===== src/rtl/spi_reg_pkg.sv =====
// Shared definitions for the register-bank SPI initiator: register map,
// FSM state encoding and set/clear/toggle value encoders.
package spi_reg_pkg;

  localparam logic [7:0] REG_LED        = 8'd7;
  localparam logic [7:0] REG_SOFT_RESET = 8'd11;

  typedef enum logic [2:0] {
    IDLE,
    SETUP,
    HIGH,
    LOW,
    HOLD,
    GAP
  } state_e;

  // The slave decodes the low nibble as bits to set, the high nibble as bits
  // to clear, and equal non-zero nibbles as bits to toggle.
  function automatic logic [7:0] SET(input logic [3:0] n);
    return {4'h0, n};
  endfunction

  function automatic logic [7:0] CLR(input logic [3:0] n);
    return {n, 4'h0};
  endfunction

  function automatic logic [7:0] TOG(input logic [3:0] n);
    return {n, n};
  endfunction

endpackage


===== src/rtl/spi_reg_master_if.sv =====
// Request/response handshake plus the SPI pins of the register-bank initiator.
interface spi_reg_master_if;

  logic        start;
  logic [7:0]  addr;
  logic [7:0]  val;
  logic        busy;
  logic        done;
  logic [15:0] rdata;
  logic        spi_clk;
  logic        spi_cs;
  logic        spi_special;
  logic        spi_mosi;
  logic        spi_miso;

  modport master (
    input  start, addr, val, spi_miso,
    output busy, done, rdata, spi_clk, spi_cs, spi_special, spi_mosi
  );

  modport slave (
    output start, addr, val, spi_miso,
    input  busy, done, rdata, spi_clk, spi_cs, spi_special, spi_mosi
  );

endinterface


===== src/rtl/spi_half_tick.sv =====
// Half-period timer: counts 0..CLK_DIV-1 and strobes tick on the last count.
module spi_half_tick #(
  parameter int CLK_DIV = 4
) (
  input  logic clk,
  input  logic rst,
  input  logic restart,
  output logic tick
);

  localparam int CW = (CLK_DIV > 2) ? $clog2(CLK_DIV) : 1;
  localparam logic [CW-1:0] LAST = CW'(CLK_DIV - 1);

  logic [CW-1:0] cnt_q;

  // Every non-idle state change happens on a tick, where the count wraps to
  // zero anyway, so holding it cleared while idle restarts each phase cleanly.
  // NOTE: sequential state uses non-blocking assignments so every register
  // samples pre-edge values regardless of process evaluation order.
  always_ff @(posedge clk) begin
    if (rst || restart || cnt_q == LAST) begin
      cnt_q <= '0;
    end else begin
      cnt_q <= cnt_q + CW'(1);
    end
  end

  assign tick = (cnt_q == LAST);

endmodule


===== src/rtl/spi_reg_master.sv =====
// SPI initiator for the register-bank slave: one 16-bit {addr,val} frame per
// accepted start, MSB first, capturing the 16 bits returned on miso.
module spi_reg_master
  import spi_reg_pkg::*;
#(
  parameter int CLK_DIV = 4,
  parameter int MSB     = 16
) (
  input logic              clk,
  input logic              rst,
  spi_reg_master_if.master bus
);

  localparam logic [4:0] FRAME_LEN = 5'(MSB);

  state_e         state_q, state_d;
  logic [MSB-1:0] shreg_q, shreg_d;
  logic [MSB-1:0] rshift_q, rshift_d;
  logic [MSB-1:0] rdata_q, rdata_d;
  logic [4:0]     bit_cnt_q, bit_cnt_d;
  logic           busy_q, busy_d;
  logic           done_q, done_d;
  logic           sclk_q, sclk_d;
  logic           cs_q, cs_d;
  logic           mosi_q, mosi_d;
  logic           miso_meta, miso_sync;
  logic           idle;
  logic           tick;

  assign idle = (state_q == IDLE);

  spi_half_tick #(.CLK_DIV(CLK_DIV)) u_tick (
    .clk     (clk),
    .rst     (rst),
    .restart (idle),
    .tick    (tick)
  );

  // miso comes from the slave's clock domain.
  always_ff @(posedge clk) begin
    if (rst) begin
      miso_meta <= 1'b0;
      miso_sync <= 1'b0;
    end else begin
      miso_meta <= bus.spi_miso;
      miso_sync <= miso_meta;
    end
  end

  // NOTE: every signal is given its hold value before the case so that no
  // path leaves one unassigned, which would otherwise infer a latch.
  always_comb begin
    state_d   = state_q;
    shreg_d   = shreg_q;
    rshift_d  = rshift_q;
    rdata_d   = rdata_q;
    bit_cnt_d = bit_cnt_q;
    busy_d    = busy_q;
    done_d    = 1'b0;
    sclk_d    = sclk_q;
    cs_d      = cs_q;
    mosi_d    = mosi_q;

    case (state_q)
      IDLE: begin
        if (bus.start) begin
          shreg_d   = {bus.addr, bus.val};
          bit_cnt_d = '0;
          busy_d    = 1'b1;
          cs_d      = 1'b0;
          mosi_d    = bus.addr[7];
          state_d   = SETUP;
        end
      end
      SETUP: begin
        if (tick) begin
          sclk_d  = 1'b1;
          state_d = HIGH;
        end
      end
      HIGH: begin
        // The slave samples mosi on this falling edge.
        if (tick) begin
          sclk_d    = 1'b0;
          bit_cnt_d = bit_cnt_q + 5'd1;
          state_d   = LOW;
        end
      end
      LOW: begin
        if (tick) begin
          rshift_d = {rshift_q[MSB-2:0], miso_sync};
          if (bit_cnt_q < FRAME_LEN) begin
            shreg_d = {shreg_q[MSB-2:0], 1'b0};
            mosi_d  = shreg_q[MSB-2];
            sclk_d  = 1'b1;
            state_d = HIGH;
          end else begin
            state_d = HOLD;
          end
        end
      end
      HOLD: begin
        // Rising cs is the slave's latch event.
        if (tick) begin
          cs_d    = 1'b1;
          mosi_d  = 1'b0;
          rdata_d = rshift_q;
          done_d  = 1'b1;
          state_d = GAP;
        end
      end
      GAP: begin
        if (tick) begin
          busy_d  = 1'b0;
          state_d = IDLE;
        end
      end
      default: state_d = IDLE;
    endcase
  end

  always_ff @(posedge clk) begin
    if (rst) begin
      state_q   <= IDLE;
      bit_cnt_q <= '0;
      busy_q    <= 1'b0;
      done_q    <= 1'b0;
      sclk_q    <= 1'b0;
      cs_q      <= 1'b1;
      mosi_q    <= 1'b0;
    end else begin
      state_q   <= state_d;
      bit_cnt_q <= bit_cnt_d;
      busy_q    <= busy_d;
      done_q    <= done_d;
      sclk_q    <= sclk_d;
      cs_q      <= cs_d;
      mosi_q    <= mosi_d;
    end
  end

  // NOTE: the shift registers are fully reloaded or overwritten before any
  // bit of them is observed, so they carry no reset.
  always_ff @(posedge clk) begin
    shreg_q  <= shreg_d;
    rshift_q <= rshift_d;
  end

  // A reset that aborts a frame in flight keeps the last completed readback.
  always_ff @(posedge clk) begin
    if (rst) begin
      if (!busy_q) rdata_q <= '0;
    end else begin
      rdata_q <= rdata_d;
    end
  end

  assign bus.busy        = busy_q;
  assign bus.done        = done_q;
  assign bus.rdata       = rdata_q;
  assign bus.spi_clk     = sclk_q;
  assign bus.spi_cs      = cs_q;
  assign bus.spi_special = cs_q;
  assign bus.spi_mosi    = mosi_q;

endmodule


===== src/flat_wrapper.sv =====
// flat-port wrapper written by rule: the top's interface ports become plain ports
module spi_reg_master_flat import spi_reg_pkg::*;
#(
  parameter int CLK_DIV = 4,
  parameter int MSB     = 16
)
  (clk, rst, bus_start, bus_addr, bus_val, bus_spi_miso, bus_busy, bus_done, bus_rdata, bus_spi_clk, bus_spi_cs, bus_spi_special, bus_spi_mosi);
  spi_reg_master_if bus_i ();
  input logic clk;
  input logic rst;
  input wire logic [$bits(bus_i.start)-1:0] bus_start;
  input wire logic [$bits(bus_i.addr)-1:0] bus_addr;
  input wire logic [$bits(bus_i.val)-1:0] bus_val;
  input wire logic [$bits(bus_i.spi_miso)-1:0] bus_spi_miso;
  output wire logic [$bits(bus_i.busy)-1:0] bus_busy;
  output wire logic [$bits(bus_i.done)-1:0] bus_done;
  output wire logic [$bits(bus_i.rdata)-1:0] bus_rdata;
  output wire logic [$bits(bus_i.spi_clk)-1:0] bus_spi_clk;
  output wire logic [$bits(bus_i.spi_cs)-1:0] bus_spi_cs;
  output wire logic [$bits(bus_i.spi_special)-1:0] bus_spi_special;
  output wire logic [$bits(bus_i.spi_mosi)-1:0] bus_spi_mosi;
  assign bus_i.start = bus_start;
  assign bus_i.addr = bus_addr;
  assign bus_i.val = bus_val;
  assign bus_i.spi_miso = bus_spi_miso;
  assign bus_busy = bus_i.busy;
  assign bus_done = bus_i.done;
  assign bus_rdata = bus_i.rdata;
  assign bus_spi_clk = bus_i.spi_clk;
  assign bus_spi_cs = bus_i.spi_cs;
  assign bus_spi_special = bus_i.spi_special;
  assign bus_spi_mosi = bus_i.spi_mosi;
  spi_reg_master #(.CLK_DIV(CLK_DIV), .MSB(MSB)) u_core (.clk(clk), .rst(rst), .bus(bus_i));
endmodule

===== config.mk =====
export PLATFORM = sky130hd
export DESIGN_NAME = spi_reg_master_flat
export DESIGN_NICKNAME = d
export VERILOG_FILES = /design/src/rtl/spi_reg_pkg.sv /design/src/rtl/spi_reg_master_if.sv /design/src/rtl/spi_half_tick.sv /design/src/rtl/spi_reg_master.sv /design/src/flat_wrapper.sv
export SDC_FILE = /design/constraint.sdc
export NUM_CORES = 1
export LEC_CHECK = 0
export CAP_MARGIN = 15
export CORE_UTILIZATION = 25
export DETAILED_ROUTE_END_ITERATION = 12
export DONT_BUFFER_PORTS = 1
export MAX_ROUTING_LAYER = met4
export PLACE_DENSITY = 0.44
export SYNTH_ARGS = -nofsm -noshare
export SYNTH_HDL_FRONTEND = slang
export SYNTH_SLANG_ARGS = --single-unit

===== constraint.sdc =====
create_clock -name clk -period 2.85 [get_ports clk]
set_input_delay 0.285 -clock clk [delete_from_list [all_inputs] [get_ports clk]]
set_output_delay 0.285 -clock clk [all_outputs]
set_load 0.02 [all_outputs]

==> impl_metrics.tcl <==
set metrics [dict create \
    hp-start "rst" \
    vias 1329 \
    clk_latency_ns 0.33 \
    final.period_utilization_pct 73.75 \
    hold-path-endpoint "u_core.state_q[2]$_SDFFE_PP0P_" \
    nets 202 \
    slew_headroom_pct 57.78 \
    worst_r2r_endpoint "u_core.bus.rdata[2]$_SDFFCE_PP0P_" \
    antenna_found_initial 0 \
    wire_per_inst_microns 13.72 \
    crit_buf_inv 0 \
    r2r_cells 4 \
    syn_to_final_growth_pct 11.78 \
    hold_viol 0 \
    wl_mm 4.348 \
    syn_nets 199 \
    syn_area_per_cell_sq_um 14.22 \
    ir_drop_uv 221.9 \
    dp_hpwl_mm 2.726 \
    start_util_pct 25.76 \
    path_class "reg2reg" \
    ant_nets 0 \
    grt_busiest_layer "met2" \
    rsz0062_at_grt "false" \
    p_leak_nw 0.9291 \
    outcome "complete, no violations" \
    viasPerCell 4.192 \
    grt_overflow 0 \
    cts_resized 0 \
    crit_chain "ha_1 -> nand4bb_1 -> nor2_1 -> a21o_1" \
    grt_util_all_layers_pct 9.672 \
    synth_edf_count 47 \
    dr.first_iter.drc_count 121 \
    use_met2_pct 12.91 \
    drc 0 \
    drv_cap 0 \
    postSynthCellCount 177 \
    async_reset_ff_share_pct 0 \
    timing.rr.start "u_core.u_tick.cnt_q[0]$_SDFF_PP0_" \
    clkSlewWorstSetupHoldPaths_ns 0.07 \
    port-buffer-count 0 \
    die_h_microns 102.3 \
    reg2reg_slack_ns 0.75 \
    path_max_fanout 16 \
    die_w_microns 102.3 \
    crit_family "compound AO/OA/AOI/OAI gates" \
    firstDrtPassIters 4 \
    fin_setup_tns_ns 0 \
    fillers 1019 \
    min_path_type "in2reg" \
    cts_inserted_buffers 9 \
    crit_slowest_cell "a21o_1" \
    grtUsageMet3_pct 4.378 \
    setup_viol 0 \
    htree_levels 3 \
    num_io_pins 42 \
    final_common_cell "edfxtp_1" \
    root_buffer "clkbuf_8" \
    antennaDiodeCount 0 \
    ys.warnings.count 0 \
    row_count 36 \
    min_path_cells 1 \
    gp_congestion 0.7498 \
    drive_gt1_share_pct 19.02 \
    cp_data_arrival_time_ns 2.07 \
    slew_violations 0 \
    clock-skew-final_ns 0.009906 \
    endpoint_kind "flop" \
    setup_ws_ns 0.7481 \
    ys_ff_latch 64 \
    grt_pass1_wl_mm 6.955 \
    slowest_delay_ns 0.51 \
    cts.sink_count 64 \
    use_met1_pct 11.89 \
    core-area_sq_mm 0.009774 \
    max_slew.worst_pin.slew_ns 0.6324 \
    mostFrequentLayoutCells "edfxtp_1 (47), nor2b_1 (20), dfxtp_1 (17)" \
    grt_pass1_vias 1341 \
    min_period_ns 2.102 \
    start_kind "flop" \
    die_area_sq_mm 0.01047 \
    netlist_area_sq_mm 0.002517 \
    synth_seq_area_share_pct 69.58 \
    p_per_area_mw_per_mm2 628.2 \
    crit_required_ns 2.81 \
    cts_buffer_depth 2 \
    synth_cell_types 35 \
    clock.fmax_mhz 475.8 \
    grt_max_degree 31 \
    ys.flop_type "edfxtp_1" \
    cts_tree "done" \
    dp_slack_ns 0.6960 \
]
==> timing repair <==
| action | CTS | global route |
|---|---|---|
| hold buffers | 1 | 0 |
| setup buffers | 0 | 0 |
| endpoints found under the hold margin | 3 | 0 |
==> state kept, by name, summed over array words and instances (netlist names), 2 cells and up <==
signal               count
u_core.bit_cnt_q         5
u_core.rshift_q         16
u_core.shreg_q          15
u_core.bus.rdata        16
u_core.state_q           3
u_core.u_tick.cnt_q      2
==> layout make-up <==
cell class	count	area (sq um)	area share, %
flip-flops and latches	64	1752	62.25
repair buffers	3	25.02	0.8893
inverters	2	7.507	0.2668
clock buffers	9	123.9	4.402
well taps	133	166.4	5.914
clock inverters	6	37.54	1.334
multi-input cells	100	701.9	24.94
==> report_power, final <==
part           total (W)  leakage [nW]  switching [W]  internal, W
clock           0.000645        0.0769       0.000340     0.000305
sequential       0.00107         0.584      0.0000377      0.00103
combinational  0.0000525         0.268      0.0000287    0.0000238
total            0.00177         0.929       0.000406      0.00136
==> logic make-up after synthesis <==
group | count (synthesis) | share of synthesized area [%]
AO/OA/AOI/OAI | 20 | 5.318
buffers and inverters | 13 | 2.535
XOR/XNOR | 3 | 1.044
flip-flops | 64 | 69.58
AND/OR/NAND/NOR | 60 | 13.82
multiplexers | 15 | 6.710
adder cells (fa/ha/maj) | 2 | 0.9939
==> worst register-to-register path, delay by kind of cell, from the launching register on <==
kind / cells / cell delay, ns
fa+ha+maj: 1 / 0.41
simple gates: 2 / 0.47
compound gates: 1 / 0.51
flops: 1 / 0.33
==> synth_stat cells, drive strengths merged (2+ instances only) <==
master | instances | area, sq um
nor2 | 10 | 37.54
nand3b | 2 | 18.77
edfxtp | 47 | 1411
mux2 | 15 | 168.9
buf | 5 | 33.78
a21oi | 7 | 35.03
nand3 | 3 | 15.01
nor2b | 20 | 125.1
o21ai | 4 | 20.02
and2 | 3 | 18.77
dfxtp | 17 | 340.3
o2111ai | 2 | 17.52
clkbuf | 6 | 22.52
ha | 2 | 25.02
nor3 | 4 | 20.02
nand4 | 3 | 18.77
a21o | 2 | 15.01
nand2 | 7 | 26.28
inv | 2 | 7.510
xor2 | 3 | 26.28
nor4 | 2 | 12.51
==> through the flow <==
step           hold WS, ns  cell area (sq um)  cells  utilization [%]  power, W
4_1_cts           0.001786               2814    317            28.79  0.001805
3_5_place_dp        0.3661               2643    301            27.04  0.001144
3_3_place_gp        0.3599               2643    301            27.04  0.001144
6_report           0.03683               2814    317            28.79  0.001768
2_1_floorplan       0.3747               2517    177                -  0.001136
5_1_grt           0.005476               2814    317            28.79  0.001851
==> worst max-delay path by stage <==
| stage | start | to | slack (ns) | cells after the start |
|---|---|---|---|---|
| after floorplan | u_core.u_tick.cnt_q[0]$_SDFF_PP0_ | u_core.shreg_q[0]$_SDFFCE_PP0P_ | 0.67 | 4 |
| after global placement | u_core.u_tick.cnt_q[0]$_SDFF_PP0_ | u_core.bus.rdata[3]$_SDFFCE_PP0P_ | 0.80 | 4 |
| after detailed placement | u_core.u_tick.cnt_q[0]$_SDFF_PP0_ | u_core.bus.rdata[7]$_SDFFCE_PP0P_ | 0.70 | 4 |
| after CTS | u_core.u_tick.cnt_q[0]$_SDFF_PP0_ | u_core.bus.rdata[2]$_SDFFCE_PP0P_ | 0.70 | 4 |
| after global routing | u_core.u_tick.cnt_q[0]$_SDFF_PP0_ | u_core.bus.rdata[3]$_SDFFCE_PP0P_ | 0.51 | 4 |
| final | u_core.u_tick.cnt_q[0]$_SDFF_PP0_ | u_core.bus.rdata[2]$_SDFFCE_PP0P_ | 0.75 | 4 |
==> layer usage <==
metal  routed length, microns  share of wire (%)  up-vias
met5                        0                  0        -
li1                         -                  -      655
met4                      119                2.7        0
met2                     1895                 44       42
met1                     2058                 47      622
met3                      274                6.3       10
Note: power is estimated with default switching activity, not from simulation.
